## src/rtl/dac_wave_pkg.sv

```systemverilog
// Shared types and default widths for the DAC waveform sequencer.
package dac_wave_pkg;

  localparam int DAC_W_DEF = 8;
  localparam int DIV_W_DEF = 16;

  typedef enum logic [1:0] {
    WAVE_SAW    = 2'd0,
    WAVE_TRI    = 2'd1,
    WAVE_SQUARE = 2'd2,
    WAVE_HOLD   = 2'd3
  } wave_e;

  typedef enum logic {
    ST_IDLE = 1'b0,
    ST_RUN  = 1'b1
  } state_e;

  typedef enum logic {
    DIR_UP   = 1'b0,
    DIR_DOWN = 1'b1
  } dir_e;

endpackage

```

## src/rtl/dac_tick_div.sv

```systemverilog
// Sample-period divider: counts 0..div_reg, flags the last cycle of each
// period (tick) and produces the DAC latch clock, high in the second half.
module dac_tick_div
  import dac_wave_pkg::*;
#(
  parameter int DIV_W = DIV_W_DEF
) (
  input  logic             clk_i,
  input  logic             rst_i,
  input  logic             en_i,
  input  logic [DIV_W-1:0] div_reg_i,
  output logic             tick_o,
  output logic             dac_clk_o
);

  logic [DIV_W-1:0] div_cnt_q;
  logic             dac_clk_q;

  assign tick_o    = en_i && (div_cnt_q == div_reg_i);
  assign dac_clk_o = dac_clk_q;

  // Period counter and latch clock; both held at zero while disabled.
  // NOTE: sequential state uses non-blocking assignments so every register
  // samples pre-edge values regardless of block ordering.
  always_ff @(posedge clk_i or posedge rst_i) begin
    if (rst_i) begin
      div_cnt_q <= '0;
      dac_clk_q <= 1'b0;
    end else if (!en_i) begin
      div_cnt_q <= '0;
      dac_clk_q <= 1'b0;
    end else if (tick_o) begin
      div_cnt_q <= '0;
      dac_clk_q <= 1'b0;
    end else begin
      div_cnt_q <= div_cnt_q + 1'b1;
      if (div_cnt_q == (div_reg_i >> 1)) begin
        dac_clk_q <= 1'b1;
      end
    end
  end

endmodule

```

## src/rtl/dac_wave_sched.sv

```systemverilog
// Waveform sequencer: accepts run/stop commands, holds at most one pending
// command, and applies it only on a sample-period boundary (tick).
module dac_wave_sched
  import dac_wave_pkg::*;
#(
  parameter int DAC_W = DAC_W_DEF,
  parameter int DIV_W = DIV_W_DEF
) (
  input  logic             sys_clk,
  input  logic             sys_rst,
  input  logic             cfg_valid,
  output logic             cfg_ready,
  input  logic             cfg_run,
  input  logic [1:0]       cfg_wave,
  input  logic [DIV_W-1:0] cfg_div,
  input  logic [DAC_W-1:0] cfg_step,
  output logic [DAC_W-1:0] dac_data,
  output logic             dac_clk,
  output logic             sample_stb,
  output logic             busy
);

  typedef struct packed {
    logic             run;
    wave_e            wave;
    logic [DIV_W-1:0] div;
    logic [DAC_W-1:0] step;
  } cmd_t;

  localparam logic [DAC_W-1:0] ACC_MAX     = {DAC_W{1'b1}};
  localparam logic [DAC_W:0]   ACC_MAX_EXT = {1'b0, ACC_MAX};
  localparam logic [DIV_W-1:0] DIV_ONE     = {{(DIV_W-1){1'b0}}, 1'b1};

  state_e           state_q;
  wave_e            wave_q;
  logic [DAC_W-1:0] step_q;
  logic [DIV_W-1:0] div_q;
  logic [DAC_W-1:0] acc_q;
  dir_e             dir_q;
  logic [DAC_W-1:0] dac_data_q;
  logic             sample_stb_q;
  logic             pend_full_q;
  cmd_t             pend_q;

  cmd_t             cmd_in;
  logic             hs;
  logic             tick;
  logic             apply_run;
  logic             apply_stop;
  logic             restart;
  wave_e            wave_sel;
  logic [DAC_W-1:0] step_sel;
  logic [DAC_W:0]   sum;
  logic [DAC_W-1:0] acc_d;
  dir_e             dir_d;
  logic [DAC_W-1:0] data_d;

  assign cfg_ready  = !pend_full_q;
  assign hs         = cfg_valid && cfg_ready;
  assign dac_data   = dac_data_q;
  assign sample_stb = sample_stb_q;
  assign busy       = (state_q == ST_RUN);

  dac_tick_div #(
    .DIV_W (DIV_W)
  ) u_tick_div (
    .clk_i     (sys_clk),
    .rst_i     (sys_rst),
    .en_i      (state_q == ST_RUN),
    .div_reg_i (div_q),
    .tick_o    (tick),
    .dac_clk_o (dac_clk)
  );

  // Incoming command, with a zero divider promoted to one.
  always_comb begin
    cmd_in.run  = cfg_run;
    cmd_in.wave = wave_e'(cfg_wave);
    cmd_in.div  = (cfg_div == '0) ? DIV_ONE : cfg_div;
    cmd_in.step = cfg_step;
  end

  // Next accumulator, direction and sample; a pending run command's settings
  // already govern the update on the tick that consumes it.
  // NOTE: every variable gets a default first so no path infers a latch.
  always_comb begin
    apply_run  = pend_full_q && pend_q.run;
    apply_stop = pend_full_q && !pend_q.run;
    wave_sel   = apply_run ? pend_q.wave : wave_q;
    step_sel   = apply_run ? pend_q.step : step_q;
    restart    = apply_run && (pend_q.wave != wave_q);
    sum        = {1'b0, acc_q} + {1'b0, step_sel};
    acc_d      = acc_q;
    dir_d      = dir_q;
    data_d     = dac_data_q;
    case (wave_sel)
      WAVE_SAW: begin
        acc_d  = sum[DAC_W-1:0];
        data_d = sum[DAC_W-1:0];
      end
      WAVE_TRI: begin
        if (dir_q == DIR_UP) begin
          if (sum >= ACC_MAX_EXT) begin
            acc_d = ACC_MAX;
            dir_d = DIR_DOWN;
          end else begin
            acc_d = sum[DAC_W-1:0];
          end
        end else if (acc_q <= step_sel) begin
          acc_d = '0;
          dir_d = DIR_UP;
        end else begin
          acc_d = acc_q - step_sel;
        end
        data_d = acc_d;
      end
      WAVE_SQUARE: begin
        acc_d  = sum[DAC_W-1:0];
        data_d = {DAC_W{sum[DAC_W-1]}};
      end
      WAVE_HOLD: begin
        acc_d  = acc_q;
        data_d = dac_data_q;
      end
    endcase
    if (restart) begin
      acc_d  = '0;
      dir_d  = DIR_UP;
      data_d = '0;
    end
  end

  // FSM, pending slot and registered sample outputs.
  always_ff @(posedge sys_clk or posedge sys_rst) begin
    if (sys_rst) begin
      state_q      <= ST_IDLE;
      wave_q       <= WAVE_SAW;
      step_q       <= '0;
      div_q        <= DIV_ONE;
      acc_q        <= '0;
      dir_q        <= DIR_UP;
      dac_data_q   <= '0;
      sample_stb_q <= 1'b0;
      pend_full_q  <= 1'b0;
      pend_q       <= '0;
    end else begin
      sample_stb_q <= 1'b0;
      case (state_q)
        ST_IDLE: begin
          // Stop commands in IDLE are accepted and dropped.
          if (hs && cmd_in.run) begin
            wave_q     <= cmd_in.wave;
            step_q     <= cmd_in.step;
            div_q      <= cmd_in.div;
            acc_q      <= '0;
            dir_q      <= DIR_UP;
            dac_data_q <= '0;
            state_q    <= ST_RUN;
          end
        end
        ST_RUN: begin
          if (tick) begin
            pend_full_q <= 1'b0;
            if (apply_stop) begin
              dac_data_q <= '0;
              state_q    <= ST_IDLE;
            end else begin
              if (apply_run) begin
                wave_q <= pend_q.wave;
                step_q <= pend_q.step;
                div_q  <= pend_q.div;
              end
              acc_q        <= acc_d;
              dir_q        <= dir_d;
              dac_data_q   <= data_d;
              sample_stb_q <= 1'b1;
            end
          end
          // Slot is empty whenever hs is possible, so this never clobbers
          // a command being consumed on the same tick.
          if (hs) begin
            pend_q      <= cmd_in;
            pend_full_q <= 1'b1;
          end
        end
        default: state_q <= ST_IDLE;
      endcase
    end
  end

endmodule

```

## config.mk

```make
export PLATFORM = sky130hd
export DESIGN_NAME = dac_wave_sched
export DESIGN_NICKNAME = d
export VERILOG_FILES = /design/src/rtl/dac_wave_pkg.sv /design/src/rtl/dac_tick_div.sv /design/src/rtl/dac_wave_sched.sv
export SDC_FILE = /design/constraint.sdc
export NUM_CORES = 1
export LEC_CHECK = 0
export CAP_MARGIN = 10
export CORE_MARGIN = 2
export CORE_UTILIZATION = 50
export CTS_BUF_LIST = sky130_fd_sc_hd__clkbuf_8
export DETAILED_ROUTE_END_ITERATION = 7
export GPL_TIMING_DRIVEN = 0
export PLACE_DENSITY = 0.67
export RECOVER_POWER = 50
export REMOVE_ABC_BUFFERS = 1
export SETUP_SLACK_MARGIN = 0.2
export SYNTH_ARGS = -nofsm -noshare
export SYNTH_HDL_FRONTEND = slang
export SYNTH_SLANG_ARGS = --single-unit
```

## constraint.sdc

```tcl
create_clock -name sys_clk -period 6.74 [get_ports sys_clk]
set_input_delay 1.348 -clock sys_clk [delete_from_list [all_inputs] [get_ports sys_clk]]
set_output_delay 1.348 -clock sys_clk [all_outputs]
set_load 0.01 [all_outputs]
```

### Word level (Yosys, flattened, before mapping)

Cells that the tools add are included.

* add/subtract/negate cells: 3
* $mul: 0
* div/mod/pow operators: 0
* $lt $le $gt $ge: 2
* eq/ne operators: 14
* shifts and indexed selects: 0
* multiplexer cells: 52
* bitwise operators: 1
* reduce and logical (&&, ||, !) cells: 19

Operator list (number)
* $mux W16: 7
* $mux W8: 14
* $pmux W8 S2: 4
* $pmux W16 S2: 1
* $pmux W8 S3: 1
* $mux W1: 18
* $add A16 B1 Y16 const B: 1
* $eq A16 B15 Y1: 1
* $eq A16 B16 Y1: 1
* $logic_not A16 Y1: 1
* $reduce_and A4 Y1: 3
* $add A8 B8 Y9: 1
* $ge A9 B8 Y1 const B: 1
* $le A8 B8 Y1: 1
* $mux W2: 4
* $sub A8 B8 Y8: 1
* $logic_and A1 B1 Y1: 6
* $ne A3 B1 Y1 const B: 2
* $reduce_and A3 Y1: 2
* $eq A2 B2 Y1 const B: 2
* $ne A2 B1 Y1 const B: 2
* $ne A2 B2 Y1 const B: 2
* $ne A4 B4 Y1 const B: 1
* $pmux W1 S2: 2
* other kinds (10): 12

* flip-flop bits (word level): 90
* latch bits: 0
* RAM bits: 0
* bits in read-only memories: 0
* bits of input ports: 30
* output and inout bits: 12
* memories kept: 0

### Longest topological paths before layout

* word-level depth: 11
* gate-level depth with buffers: 13
* depth with buffers taken out: 12

### Cells and area by module

Synthesis repeated with hierarchy kept, for this count alone.

* cells, all modules: 585
* area total of the unflattened synthesis: 5644.2 um^2

By module, submodules not included
* dac_wave_sched: instances 1, cells each 452, area an instance 4383.0 um^2, seq. area each 1828.0 um^2
* dac_tick_div: instances 1, cells each 133, area an instance 1261.2 um^2, seq. area each 425.4 um^2

### Least setup slack after synthesis

No wires, ideal clock.

* path kind: register to register
* from: register pend_full_q
* to: register dac_data_q[1], in the netlist dac_data[1]
* setup time: 122 ps
* data arrival time: 2890 ps
* required time: 6618 ps
* setup slack: 3729 ps
* stages on the path, launching flop included: 12
* buffers on the path: 1
* cells stage by stage: dfrtp_1 and2_1 buf_2 mux2i_1 inv_1 ha_1 a211o_1 a21boi_1 or2_2 o311ai_2 or3b_1 a32o_1

* longest elaborated chain between the ends: 11
* elaborated cells on any way between the ends: 27
* classes of those cells: 2 x add/sub; 2 x order compare; 5 x eq/ne; 10 x mux; 8 x reduce/logical

RTL lines
* start: declaration: RTL line dac_wave_sched.sv:42 `logic pend_full_q;`
* start signal: assignment: RTL line dac_wave_sched.sv:144 `pend_full_q <= 1'b0;`
* start signal: assignment: RTL line dac_wave_sched.sv:163 `pend_full_q <= 1'b0;`
* start signal: assignment: RTL line dac_wave_sched.sv:183 `pend_full_q <= 1'b1;`
* $logic_and A1 B1 Y1: RTL line dac_wave_sched.sv:87 `apply_run = pend_full_q && pend_q.run;`
* $mux W8
* $add A8 B8 Y9: RTL line dac_wave_sched.sv:92 `sum = {1'b0, acc_q} + {1'b0, step_sel};`
* $ge A9 B8 Y1: RTL line dac_wave_sched.sv:103 `if (sum >= ACC_MAX_EXT) begin`
* $mux W8: RTL line dac_wave_sched.sv:103
* $mux W8: RTL line dac_wave_sched.sv:102 `if (dir_q == DIR_UP) begin`
* $pmux W8 S3: RTL line dac_wave_sched.sv:96 `case (wave_sel)`
* $mux W8: RTL line dac_wave_sched.sv:126 `if (restart) begin`
* $mux W8: RTL line dac_wave_sched.sv:164 `if (apply_stop) begin`
* $mux W8: RTL line dac_wave_sched.sv:162 `if (tick) begin`
* $pmux W8 S2: RTL line dac_wave_sched.sv:148 `case (state_q)`
* end signal: assignment: RTL line dac_wave_sched.sv:175 `dac_data_q <= data_d;`
* end: declaration: RTL line dac_wave_sched.sv:40 `logic [DAC_W-1:0] dac_data_q;`

Several ways; a longest one is shown, not always the timed one. The select of a mux whose other input is x is not followed.
A chain may end at the register's enable or synchronous reset.

### Final worst setup path

* from: register pend_full_q
* to: register dac_data_q[2], in the netlist dac_data[2]

The elaborated chain is that of the path after synthesis.

==> out/results.txt <==
TritonCTS built the clock tree. The logs give 0 for the count of maximum capacitance violations and 70 for the distinct cell type count of the synthesized netlist. The tightest min-delay check is of the reg -> reg type. The floorplan step defined a die boundary enclosing 0.0122 mm2. The fraction of the cycle the final worst path needs works out to 56.6%. The run gives 4,311 as the via count. The clock reaches the later pin of the worst-skew pair after 0.37 ns. The commonest register cell after synthesis is sky130_fd_sc_hd__dfrtp_1. The run gives 973 as the fill cell total of the finished layout. Detailed placement finished with a half-perimeter wire length of 9.44 mm.

The internal portion of the total power is 1.86 mW. After floorplanning, the core was sized to cover 0.0109 mm2. After clock tree synthesis, the clock-pin slew on the worst setup and hold paths is 0.09 ns. The run finished with clean final reports.

The buffer levels on the longest clock path is 2. Measured along the x axis, the die boundary spans 111 um. The maximum level of the CTS H-tree was 3. The signal on the critical path passes through and2_1, mux2i_1, inv_1, fa_1, or2_2, a211oi_1, o211ai_2, o21ai_0, o2111ai_1, o211ai_1. After detailed routing, the number of vias per cell comes to 5.75.

The remaining global-route overflow is 0, and the delay of the slowest critical-path stage is 0.50 ns. In this run the count of I/O pins placed on the die edge is 42. For the critical path data required time, the log shows 7.03 ns. The final routed DRC violation total is 0, and the floorplan die height is 111 um. The post-detailed-route wirelength per cell came out at 16.9 um.

The most frequent standard cell in the layout excluding fill and tap cells is sky130_fd_sc_hd__dfrtp_1. For the initial DRC count, the log shows 165. Of all nets on the critical path, the largest fanout is 10. Transition at the pin with the smallest max-transition slack: 1.39 ns. The logs give 27.0% for the share of total power in sequential cells and 0 for the count of hold-fix buffers inserted at cts. Synthesis produced a netlist whose cell count is 579. Summed over all layers, the routed wires come to 12.6 mm. The worst setup path is captured at a register. The count of buffers added on input and output ports is 41. The tree is rooted in a sky130_fd_sc_hd__clkbuf_8. Cells with a size suffix above 1 make up 11.3% of the layout. The count of state elements after synthesis was 90. In this run the static leakage power is 2.98 nW.

Counting the buffers created by CTS gives 9. The tools report the number of antenna violations at the first check in global routing as 0. For the count of endpoints failing hold in the final timing report, the log shows 0.

The initial utilization of the core area, before any placement, comes to 51.9%. The area growth from synthesis to layout is 12.0%. The cell area that synthesis handed to floorplanning was 0.00568 mm2. The tools report the share of the yosys chip area belonging to registers as 39.7%. The tools report the number of max-slew violations in the final report as 0. The max-slew headroom at the worst pin was 6.64%; the number of enable flip-flop cells after synthesis was 0.

Once detail routing completed, the nets flagged for antenna violations numbered 0. The run gives 4,387 as the number of global-route vias before repair. The tools report the startpoint type of the worst setup path as a register. The tools report the post-cts sizing count as 0. Setup repair after global routing left no endpoint under its margin. Routability-driven placement finished with a final weighted congestion of 0.878. The number of setup buffers added after CTS is 0.

Of the total power, the clock network draws 9.3%. The net switching fraction of the power works out to 47.9%. For the number of nets in the finished design, the log shows 658. The setup path with the least slack is of type reg -> reg. For this design, the sink count on the clock tree is 90. Combinational cells account for 63.7% of the total power.

The mean cell area of the mapped netlist came out at 9.80 um2. For this design, the slowest cell found on the critical path is sky130_fd_sc_hd__and2_1. The number of warning messages in the yosys log is 0, and the async set-reset flop share out of synthesis is 100%. The first global-routing pass estimated 21.6 mm of wire.

For this design the total switching power over the nets is 1.71 mW. The first detailed-routing pass ran for 5 iterations. The run gives 38 as the number of placement rows. The top cell types in the final layout, fill and taps aside, are 88 x sky130_fd_sc_hd__dfrtp_1, 46 x sky130_fd_sc_hd__nand2_1, 45 x sky130_fd_sc_hd__nor2_1.

In the final timing run, aggregate negative setup slack is 0 ns. Data on the critical path arrives at its endpoint at 4.11 ns. 0 antenna diodes ended up in the layout.

In this run the power density over the cells is 561 mW/mm2. Clock skew on the completed layout was measured at 0.0108 ns. For the worst vdd rail ir drop, the log shows 0.263 mV.

The shortest period the worst path allows came out at 3.81 ns. Global routing used 21.7% of the available tracks across all layers. Hold is met by 0.502 ns. Entering global routing, the biggest net connects 63 pins. The total of endpoints with negative setup slack in the final report is 0, and the achievable clock frequency is 262 MHz.
## power groups by stage
| stage | logic, mW | registers, mW | clock network, mW |
|---|---|---|---|
| final | 2.27 | 0.962 | 0.332 |
| after global routing | 2.52 | 0.994 | 0.367 |
| after CTS | 2.26 | 0.961 | 0.344 |
| after detailed placement | 2.25 | 0.973 | 0 |
| after global placement | 2.16 | 0.997 | 0 |
| after floorplan | 1.65 | 0.954 | 0 |
## path summary, 6_finish.rpt
| check | startpoint | end | slack, ns | cells after the start |
|---|---|---|---|---|
| min in group asynchronous | sys_rst | wave_q[1] | 1.74 | 2 |
| worst min-delay path | pend_q[8] | pend_q[8] | 0.50 | 2 |
| worst max-delay path | pend_full_q | dac_data[2] | 2.93 | 10 |
| max in group asynchronous | sys_rst | div_q[0] | 4.13 | 3 |
| worst max register to register | pend_full_q | dac_data[2] | 2.93 | 10 |
| worst min register to register | pend_q[8] | pend_q[8] | 0.50 | 2 |
## logic make-up (layout without fill, tap and decap cells)
logic type | after synthesis | after routing | share of synthesized area, %
simple gates | 162 | 162 | 14.3
compound gates | 133 | 133 | 16.1
flops | 90 | 90 | 39.7
mux | 62 | 62 | 11.8
xor+xnor | 55 | 55 | 8.49
buf+inv | 54 | 85 | 4.30
fa+ha+maj | 23 | 23 | 5.34
## final cells by class
class | instances | area [um2] | share of cell area (%)
Sequential cell | 90 | 2250 | 35.5
Inverter | 24 | 91.3 | 1.44
Multi-Input combinational cell | 435 | 3180 | 50.0
Timing Repair Buffer | 45 | 488 | 7.67
Clock buffer | 9 | 124 | 1.95
Clock inverter | 7 | 47.5 | 0.748
Tap cell | 140 | 175 | 2.75
## layer usage
| metal | wire, um | GRT usage (%) |
|---|---|---|
| met1 | 6280 | 32.3 |
| met2 | 5670 | 32.3 |
| met3 | 504 | 3.02 |
| met4 | 191 | 8.00 |
| met5 | 0 | 0 |
## critical path, delay by kind of cell (launching register included)
kind | cells | cell delay [ns]
AO/OA/AOI/OAI | 5 | 1.38
flip-flops | 1 | 0.43
buffers and inverters | 1 | 0.16
adder cells (fa/ha/maj) | 1 | 0.48
multiplexers | 1 | 0.47
AND/OR/NAND/NOR | 2 | 0.82
## synth_stat cells (8+ instances only)
cell type	instances	share of area, %
sky130_fd_sc_hd__nand2_1	46	3.0
sky130_fd_sc_hd__a21oi_1	17	1.5
sky130_fd_sc_hd__o211ai_1	8	1.1
sky130_fd_sc_hd__nand3_1	10	0.88
sky130_fd_sc_hd__ha_1	21	4.6
sky130_fd_sc_hd__xnor2_1	20	3.1
sky130_fd_sc_hd__mux2i_1	25	4.4
sky130_fd_sc_hd__nor2_1	45	3.0
sky130_fd_sc_hd__clkbuf_1	13	0.86
sky130_fd_sc_hd__xor2_1	35	5.4
sky130_fd_sc_hd__mux2_2	37	7.3
sky130_fd_sc_hd__dfrtp_1	89	39
sky130_fd_sc_hd__o21ai_0	40	3.5
sky130_fd_sc_hd__buf_2	12	1.1
sky130_fd_sc_hd__nor4_1	9	0.99
sky130_fd_sc_hd__inv_1	24	1.6
## metrics by stage
stage               instances  power (mW)  instance area [um2]  worst slack (ns)  utilization, %
finish                    750        3.57                 6360              2.93            58.1
global placement          730        3.16                 6110              1.70            55.8
floorplan                 549        2.60                 5520              3.06               -
global route              750        3.88                 6360              2.68            58.1
detailed placement        734        3.23                 6190              2.94            56.6
CTS                       750        3.57                 6370              2.92            58.2
## registers in the layout, indices dropped and copies added (netlist names)
name                  count
dir_q                     1
busy                      1
wave_q                    2
pend_q                   27
u_tick_div.dac_clk_o      1
u_tick_div.div_cnt_q     16
div_q                    16
pend_full_q               1
dac_data                  8
acc_q                     8
sample_stb                1
step_q                    8
(Power assumes the default switching activity.)
